[config.mk]
export PLATFORM = sky130hd
export DESIGN_NAME = lcd_timing_gen
export DESIGN_NICKNAME = d
export VERILOG_FILES = /design/src/rtl/lcd_timing_gen.sv
export SDC_FILE = /design/constraint.sdc
export NUM_CORES = 1
export LEC_CHECK = 0
export ABC_AREA = 0
export CORE_MARGIN = 5
export CORE_UTILIZATION = 45
export CTS_CLUSTER_SIZE = 12
export DETAILED_ROUTE_END_ITERATION = 10
export DONT_BUFFER_PORTS = 1
export PLACE_DENSITY = 0.69
export SETUP_SLACK_MARGIN = 0.15
export SLEW_MARGIN = 10
export SYNTH_ARGS = -nofsm -noshare
export SYNTH_HDL_FRONTEND = slang
export SYNTH_SLANG_ARGS = --single-unit
[constraint.sdc]
create_clock -name clk -period 12.7 [get_ports clk]
set_input_delay 0.635 -clock clk [delete_from_list [all_inputs] [get_ports clk]]
set_output_delay 0.635 -clock clk [all_outputs]
set_load 0.01 [all_outputs]
[src/rtl/lcd_timing_gen.sv]
// lcd_timing_gen
//   Waits a settle window after reset, latches the upstream panel ID, picks the
//   matching horizontal/vertical timing set and then free-runs the RGB LCD
//   raster, producing sync/DE/backlight plus a one-cycle-early pixel request.
//
// Ports:
//   clk           pixel clock
//   rst           synchronous active-high reset
//   ID_lcd[15:0]  panel ID from the ID read stage (sampled once, in LOAD)
//   lcd_hs/lcd_vs active-low horizontal / vertical sync
//   lcd_de        data enable
//   lcd_bl        backlight enable
//   data_req      pixel request, one cycle ahead of lcd_de
//   pixel_xpos/pixel_ypos  coordinates of the requested pixel
//   h_disp/v_disp active size of the selected panel
//   id_sel[15:0]  ID in use (DEF_ID when the input matched no table entry)
//   timing_valid  high while the raster is running
module lcd_timing_gen #(
  parameter int unsigned SETTLE_CYCLES = 16,
  parameter logic [15:0] DEF_ID        = 16'h4342
) (
  input  logic        clk,
  input  logic        rst,
  input  logic [15:0] ID_lcd,
  output logic        lcd_hs,
  output logic        lcd_vs,
  output logic        lcd_de,
  output logic        lcd_bl,
  output logic        data_req,
  output logic [10:0] pixel_xpos,
  output logic [10:0] pixel_ypos,
  output logic [10:0] h_disp,
  output logic [10:0] v_disp,
  output logic [15:0] id_sel,
  output logic        timing_valid
);

  typedef enum logic [1:0] {
    SETTLE = 2'd0,
    LOAD   = 2'd1,
    RUN    = 2'd2
  } state_t;

  typedef struct packed {
    logic [10:0] hsync;
    logic [10:0] hbp;
    logic [10:0] hdisp;
    logic [10:0] htotal;
    logic [10:0] vsync;
    logic [10:0] vbp;
    logic [10:0] vdisp;
    logic [10:0] vtotal;
  } timing_t;

  localparam logic [7:0] SETTLE_LAST = 8'(SETTLE_CYCLES - 1);

  function automatic logic id_known(input logic [15:0] id);
    case (id)
      16'h4342, 16'h7084, 16'h7016, 16'h1018: id_known = 1'b1;
      default:                                id_known = 1'b0;
    endcase
  endfunction

  // Unknown IDs fall back to the 4342 set so a DEF_ID outside the table
  // still yields a usable raster.
  function automatic timing_t lookup(input logic [15:0] id);
    timing_t t;
    case (id)
      16'h7084: t = '{11'd128, 11'd88,  11'd800,  11'd1056, 11'd2,  11'd33, 11'd480, 11'd525};
      16'h7016: t = '{11'd20,  11'd140, 11'd1024, 11'd1344, 11'd3,  11'd20, 11'd600, 11'd635};
      16'h1018: t = '{11'd10,  11'd80,  11'd1280, 11'd1440, 11'd3,  11'd10, 11'd800, 11'd823};
      default:  t = '{11'd41,  11'd2,   11'd480,  11'd525,  11'd10, 11'd2,  11'd272, 11'd286};
    endcase
    return t;
  endfunction

  state_t      r_state, w_next;
  logic [7:0]  r_settle;
  logic [10:0] r_h_cnt, r_v_cnt;
  logic [15:0] r_id_sel;
  logic [10:0] r_h_disp, r_v_disp;
  // Pre-computed window boundaries so the RUN decodes are pure compares.
  logic [10:0] r_h_sync, r_h_req0, r_h_req1, r_h_act0, r_h_act1, r_h_last;
  logic [10:0] r_v_sync, r_v_act0, r_v_act1, r_v_last;

  logic [15:0] w_sel_id;
  timing_t     w_lut;
  logic        w_h_wrap, w_h_req, w_h_act, w_v_act;

  assign w_sel_id = id_known(ID_lcd) ? ID_lcd : DEF_ID;
  assign w_lut    = lookup(w_sel_id);

  always_ff @(posedge clk) begin
    if (rst) r_state <= SETTLE;
    else     r_state <= w_next;
  end

  always_comb begin
    w_next = r_state;
    case (r_state)
      SETTLE:  if (r_settle == SETTLE_LAST) w_next = LOAD;
      LOAD:    w_next = RUN;
      RUN:     w_next = RUN;
      default: w_next = SETTLE;
    endcase
  end

  always_ff @(posedge clk) begin
    if (rst) begin
      r_settle <= '0;
    end else if (r_state == SETTLE && r_settle != SETTLE_LAST) begin
      r_settle <= r_settle + 8'd1;
    end
  end

  always_ff @(posedge clk) begin
    if (rst) begin
      r_id_sel <= '0;
      r_h_disp <= '0;
      r_v_disp <= '0;
      r_h_sync <= '0;
      r_h_req0 <= '0;
      r_h_req1 <= '0;
      r_h_act0 <= '0;
      r_h_act1 <= '0;
      r_h_last <= '0;
      r_v_sync <= '0;
      r_v_act0 <= '0;
      r_v_act1 <= '0;
      r_v_last <= '0;
    end else if (r_state == LOAD) begin
      r_id_sel <= w_sel_id;
      r_h_disp <= w_lut.hdisp;
      r_v_disp <= w_lut.vdisp;
      r_h_sync <= w_lut.hsync;
      r_h_act0 <= w_lut.hsync + w_lut.hbp;
      r_h_act1 <= w_lut.hsync + w_lut.hbp + w_lut.hdisp;
      r_h_req0 <= w_lut.hsync + w_lut.hbp - 11'd1;
      r_h_req1 <= w_lut.hsync + w_lut.hbp + w_lut.hdisp - 11'd1;
      r_h_last <= w_lut.htotal - 11'd1;
      r_v_sync <= w_lut.vsync;
      r_v_act0 <= w_lut.vsync + w_lut.vbp;
      r_v_act1 <= w_lut.vsync + w_lut.vbp + w_lut.vdisp;
      r_v_last <= w_lut.vtotal - 11'd1;
    end
  end

  assign w_h_wrap = (r_h_cnt == r_h_last);

  always_ff @(posedge clk) begin
    if (rst) begin
      r_h_cnt <= '0;
      r_v_cnt <= '0;
    end else if (r_state == RUN) begin
      r_h_cnt <= w_h_wrap ? 11'd0 : r_h_cnt + 11'd1;
      if (w_h_wrap) r_v_cnt <= (r_v_cnt == r_v_last) ? 11'd0 : r_v_cnt + 11'd1;
    end
  end

  assign w_h_req = (r_h_cnt >= r_h_req0) && (r_h_cnt < r_h_req1);
  assign w_h_act = (r_h_cnt >= r_h_act0) && (r_h_cnt < r_h_act1);
  assign w_v_act = (r_v_cnt >= r_v_act0) && (r_v_cnt < r_v_act1);

  always_comb begin
    lcd_hs       = 1'b1;
    lcd_vs       = 1'b1;
    lcd_de       = 1'b0;
    lcd_bl       = 1'b0;
    data_req     = 1'b0;
    pixel_xpos   = '0;
    pixel_ypos   = '0;
    timing_valid = 1'b0;
    if (r_state == RUN) begin
      timing_valid = 1'b1;
      lcd_bl       = 1'b1;
      lcd_hs       = !(r_h_cnt < r_h_sync);
      lcd_vs       = !(r_v_cnt < r_v_sync);
      lcd_de       = w_h_act && w_v_act;
      data_req     = w_h_req && w_v_act;
      if (data_req) begin
        pixel_xpos = r_h_cnt - r_h_req0;
        pixel_ypos = r_v_cnt - r_v_act0;
      end
    end
  end

  assign h_disp = r_h_disp;
  assign v_disp = r_v_disp;
  assign id_sel = r_id_sel;

endmodule

# ---- Yosys cells after proc, flatten, opt, wreduce, memory -nomap -nowiden
# Cells that the tools add are included.
dict set report totals {
  wordCells 80
  register_bits 180
  in_bits 18
  output_inout_bits 66
}
dict set report classes {
  reduce_logical 12
  add_sub_neg 13
  n_eq_ne 14
  n_lt_le_gt_ge 8
  muxes 16
}
# operator n
set op_table {}
lappend op_table {{case mux 85 bit (3 select lines)} 1}
lappend op_table {{== test 16 x 15 -> 1 bit (second input constant)} 5}
lappend op_table {{2-to-1 mux 11 bit} 6}
lappend op_table {{< comparator 11 bit} 5}
lappend op_table {{adder 11 bit} 4}
lappend op_table {{subtractor 11 x 1 -> 11 bit (second input constant)} 4}
lappend op_table {{>= comparator 11 bit} 3}
lappend op_table {{== test 16 x 13 -> 1 bit (second input constant)} 2}
lappend op_table {{adder 11 x 1 -> 11 bit (second input constant)} 2}
lappend op_table {{== test 11 bit} 2}
lappend op_table {{subtractor 11 bit} 2}
lappend op_table {{2-to-1 mux 16 bit} 1}
lappend op_table {{adder 8 x 1 -> 8 bit (second input constant)} 1}
lappend op_table {{== test 8 x 4 -> 1 bit (second input constant)} 1}
lappend op_table {{inequality test 8 x 4 -> 1 bit (second input constant)} 1}
lappend op_table {{logical AND 1 bit} 6}
lappend op_table {{2-to-1 mux 1 bit} 6}
lappend op_table {{case mux 2 bit (2 select lines)} 1}
lappend op_table {{OR reduction 4 bit} 1}
lappend op_table {{== test 2 x 1 -> 1 bit (second input constant)} 1}
lappend op_table {{== test 2 bit (second input constant)} 1}
lappend op_table {{logical NOT 1 bit} 2}
lappend op_table {{logical NOT 2 bit} 1}
lappend op_table {{2-to-1 mux 2 bit} 1}
lappend op_table {{3 further kinds} 3}

# ---- Depth between registers and ports, before layout
dict set report depth {
  word_depth 9
  ltp_mapped 21
  ltp_nobuf 19
}

# ---- Worst setup path before layout
# Ideal clock, no wire load.
dict set report synth_path {
  path_kind {in2reg}
  startpoint {input ID_lcd[13]}
  endpoint {register r_h_req1[8]}
  setup_ns 0.086
  path_buffers 2
  t_required_ns 12.614
  t_arrival_ns 5.215
  slack_ns 7.400
  cell_stages 19
  cell_sequence {or3_4 or4_4 a21oi_4 inv_1 ha_1 clkbuf_1 a21oi_2 inv_1 ha_1 clkbuf_1 a21oi_1 o21ai_0 ha_1 fa_1 nor3_1 and2_1 nand2_1 xor2_1 a211oi_1}
}
dict set report synth_via {
  elab_chain_cells 9
  elab_cells_between_ends 14
  classes_between {add/sub (3); eq/ne (7); mux (3); reduce/logical (1)}
}
# item line_no
set synth_lines {}
lappend synth_lines {{from (decl)} 24} ;# input logic [15:0] ID_lcd,
lappend synth_lines {{== test 16 x 15 -> 1 bit or == test 16 x 13 -> 1 bit (tied branches)} 58} ;# case (id)
lappend synth_lines {{OR reduction 4 bit} 58}
lappend synth_lines {{2-to-1 mux 1 bit} 58}
lappend synth_lines {{2-to-1 mux 16 bit *} 90} ;# assign w_sel_id = id_known(ID_lcd) ? ID_lcd : DEF_ID;
lappend synth_lines {{== test 16 x 13 -> 1 bit or == test 16 x 15 -> 1 bit (tied branches)} 68} ;# case (id)
lappend synth_lines {{case mux 85 bit (3 select lines) *} 68}
lappend synth_lines {{adder 11 bit} 139} ;# r_h_req1 <= w_lut.hsync + w_lut.hbp + w_lut.hdisp - 11'd1;
lappend synth_lines {{adder 11 bit *} 139}
lappend synth_lines {{subtractor 11 x 1 -> 11 bit *} 139}
lappend synth_lines {{to (signal assigned)} 139}
lappend synth_lines {{to (decl)} 83} ;# logic [10:0] r_h_sync, r_h_req0, r_h_req1, r_h_act0, r_h_act1, r_h_last;
# Every way passes the cells marked *; elsewhere a longest branch is shown, timed or not.
# A chain may end at the register's enable or synchronous reset.

# ---- Worst setup path in the final report
# Same ends and word-level chain as after synthesis.

==> flow_summary.toml <==
[synthesis]
synth.cell_area_mm2 = 0.00760
yosys_register_bits = 116
yosysWarningCount = 0
synth_top_cell_area_share = 0.305
synth-async-reset-ratio = 0
synthDominantAreaCellType = "sky130_fd_sc_hd__dfxtp_1"
synth-edff-count = 0
synth_seq_area_share = 0.305
commonest_register_cell_after_synthesis = "sky130_fd_sc_hd__dfxtp_1"
top_post_synthesis_cells_by_area = "sky130_fd_sc_hd__dfxtp_1, sky130_fd_sc_hd__ha_1, sky130_fd_sc_hd__nor2_1, sky130_fd_sc_hd__xnor2_1, sky130_fd_sc_hd__inv_1"
synthesized_instance_count = 941
count_of_unique_library_cells_instantiated_by_yosys = 66
synth_area_per_cell_um2 = 8.08

[cts]
cts_hold_repair.buffers = 0
h-tree-depth = 4
clock-sinks = 116
clk-insertion-delay-late_ns = 0.41
ctsLongestPathBuffers = 2
cts_inserted_buffers = 17
postCtsSetupBuffers = 0
tritoncts = "done"
cts-root-buf = "sky130_fd_sc_hd__clkbuf_16"
cts_repair_resize_count = 0
clkSlewWorstSetupHoldPaths_ns = 0.05

[final_layout]
post-route-util = 0.499
post_route_cells_drive_above_1_share = 0.0499
synthToLayoutAreaGrowth_pct = 8.82
antenna-diode-count = 0
design_area_mm2 = 0.00827
finalNetCount = 1007

[critical_path]
crit_type = "in2reg"
worst_path_slowest_cell = "sky130_fd_sc_hd__or4_4"
cp.buffers_inverters = 2
worst-endpoint-arrival_ns = 5.97
worst_path_cell_chain = "or3_4 > or4_4 > a21oi_4 > inv_1 > ha_1 > a21oi_2 > inv_1 > ha_1 > a21oi_1 > o21ai_0 > ha_1 > fa_1 > nor3_1 > and2_1 > nand2_1 > xor2_1 > a211oi_1"
cp-end-kind = "flop"
critPathTopFamily = "adder cells"
startpoint_type = "input pin"
crit_fanout = 20
timing.critical_path.slowest_cell_delay_ns = 0.55
cpMostUsedCell = "sky130_fd_sc_hd__ha_1"
worst_ep_required_ns = 13.03

[place]
gpl.final_weighted_congestion = 0.905
port_buffers = 0
postPlaceCellArea_mm2 = 0.00765
dp.final_hpwl_um = 13900

[power]
intPower_uw = 700
leakage_uw = 0.00300
ir_drop_mv = 0.106
sequential_share_of_power = 0.418
clock_power_share = 0.572
netSwitchingFraction = 0.200
switching_power_uw = 175
total_power_consumption_of_the_routed_design_uw = 875
power_density_mw_per_mm2 = 106
combPwrFrac = 0.010

[detailed_routing]
route.detailed.wl_per_inst_um = 16.6
ant_nets = 0
via_per_inst = 5.54
first_pass_iters = 5
final_wirelength_um = 18900
post-route-drc-count = 0
dr_total_vias = 6326
dr.first_iter.drc_count = 400

[sta]
clock_skew_ns = 0.00511
drv_slew = 0
timing.fmax_mhz = 177
maxSlewHeadroom = 0.387
timing.final.hold_violations = 0
period_share = 0.444
finalSetupViolations = 0
timing.setup.tns_ns = 0
timing.hold.ws_ns = 0.289
timing_worst_slew_pin_value_ns = 0.920
period_needed_ns = 5.64
rsz_0062_raised_after_global_routing = "false"

[grt]
number_of_global_route_vias_before_repair = 5918
antenna_found_initial = 0
grt_overflow = 0
wire_length_of_the_first_global_routing_pass_um = 30600
grt_util_all_layers = 0.192
grt_start_max_net_pins = 81

[hold_path]
min_path_type = "in2reg"

[flow_run]
drv.max_cap_violation_count = 0

[floorplanning]
floorplan.core_area_mm2 = 0.0166
die_w_um = 140
fp.dieArea_mm2 = 0.0196
std_cell_rows = 47
start_util = 0.459
ioPinCount = 84
die_h_um = 140

[run_status]
outcome = "finished clean"
## through the flow
stage | instances | setup slack [ns]
after floorplan | 949 | 7.40
after CTS | 1141 | 7.12
after detailed placement | 1110 | 6.72
after global routing | 1141 | 6.82
final | 1141 | 7.06
after global placement | 1110 | 6.90
## worst reg2reg max path: stages (launching register included)
cell and delay (ns):
sky130_fd_sc_hd__dfxtp_1 0.34, sky130_fd_sc_hd__inv_1 0.09, sky130_fd_sc_hd__ha_1 0.31, sky130_fd_sc_hd__buf_4 0.27
sky130_fd_sc_hd__nand2_1 0.08, sky130_fd_sc_hd__a2111oi_0 0.42, sky130_fd_sc_hd__nand4_1 0.54, sky130_fd_sc_hd__and2_1 0.40
sky130_fd_sc_hd__nor2_1 0.47, sky130_fd_sc_hd__nor2_1 0.10
## cell families after synthesis
group                      Yosys count  share of synthesized area
adders and majority gates           80                      0.135
AOI/OAI and AO/OA                  189                      0.163
DFF                                116                      0.305
buffers and inverters              142                     0.0796
xor gates and xnor gates            64                     0.0737
and+or+nand+nor                    328                      0.215
muxes                               21                     0.0278
other                                1                   0.000493
## cell type report
class / instances / area [µm²]
clock inverters: 9 / 125
flip-flops and latches: 116 / 2320
clock buffers: 22 / 494
multi-input cells: 691 / 4730
inverters: 79 / 297
fillers: 1616 / 8310
well taps: 220 / 275
repair buffers: 4 / 30.0
## routing by layer
metal  part of all wire  vias up  wire [µm]  GRT usage
li1                   -     3201          -          -
met5                  0        -          0          0
met4              0.021        0        391     0.0648
met3              0.077       35       1460     0.0586
met2               0.41      217       7750      0.280
met1               0.49     2873       9320      0.270
## worst paths after layout
kind,start,end,slack [ns],cells past startpoint
max,ID_lcd[13],r_h_req1[8],7.06,17
min,rst,id_sel[1],0.29,1
max reg2reg,r_state[0],r_v_cnt[2],9.55,9
min reg2reg,r_v_act1[10],r_v_act1[10],0.45,2
## flip-flops by register name, summed over array words and instances (netlist names), 6 cells and up
name	flops
r_h_req0	11
r_v_cnt	11
r_v_act1	11
r_h_req1	6
r_v_last	10
r_h_cnt	11
r_settle	8
r_h_act1	9
id_sel	16
## synthesized netlist by cell type (20+ instances only)
master / instances
sky130_fd_sc_hd__nor3_1: 38
sky130_fd_sc_hd__xor2_1: 27
sky130_fd_sc_hd__o21ai_0: 33
sky130_fd_sc_hd__a21oi_1: 55
sky130_fd_sc_hd__xnor2_1: 37
sky130_fd_sc_hd__dfxtp_1: 116
sky130_fd_sc_hd__nor2_1: 103
sky130_fd_sc_hd__nand2_1: 66
sky130_fd_sc_hd__inv_1: 79
sky130_fd_sc_hd__mux2i_1: 20
sky130_fd_sc_hd__nand3_1: 20
sky130_fd_sc_hd__a211oi_1: 22
sky130_fd_sc_hd__clkbuf_1: 35
sky130_fd_sc_hd__ha_1: 77
## layout by cell type, fill, tap and decap left out, types with 22 or more instances in the layout
| cell | synthesis | final |
|---|---|---|
| sky130_fd_sc_hd__dfxtp_1 | 116 | 116 |
| sky130_fd_sc_hd__nor2_1 | 103 | 103 |
| sky130_fd_sc_hd__inv_1 | 79 | 79 |
| sky130_fd_sc_hd__ha_1 | 77 | 76 |
| sky130_fd_sc_hd__nand2_1 | 66 | 66 |
| sky130_fd_sc_hd__a21oi_1 | 55 | 55 |
| sky130_fd_sc_hd__nor3_1 | 38 | 38 |
| sky130_fd_sc_hd__xnor2_1 | 37 | 37 |
| sky130_fd_sc_hd__o21ai_0 | 33 | 33 |
| sky130_fd_sc_hd__xor2_1 | 27 | 27 |
| sky130_fd_sc_hd__a211oi_1 | 22 | 22 |
## power by group through the flow
stage	combinational, µW	clock (µW)	sequential, µW
3_5_place_dp	8.96	0	374
2_1_floorplan	12.7	0	374
4_1_cts	8.97	508	366
3_3_place_gp	8.85	0	374
5_1_grt	9.95	524	366
6_report	8.93	500	366
Note: power is estimated with default switching activity, not from simulation.
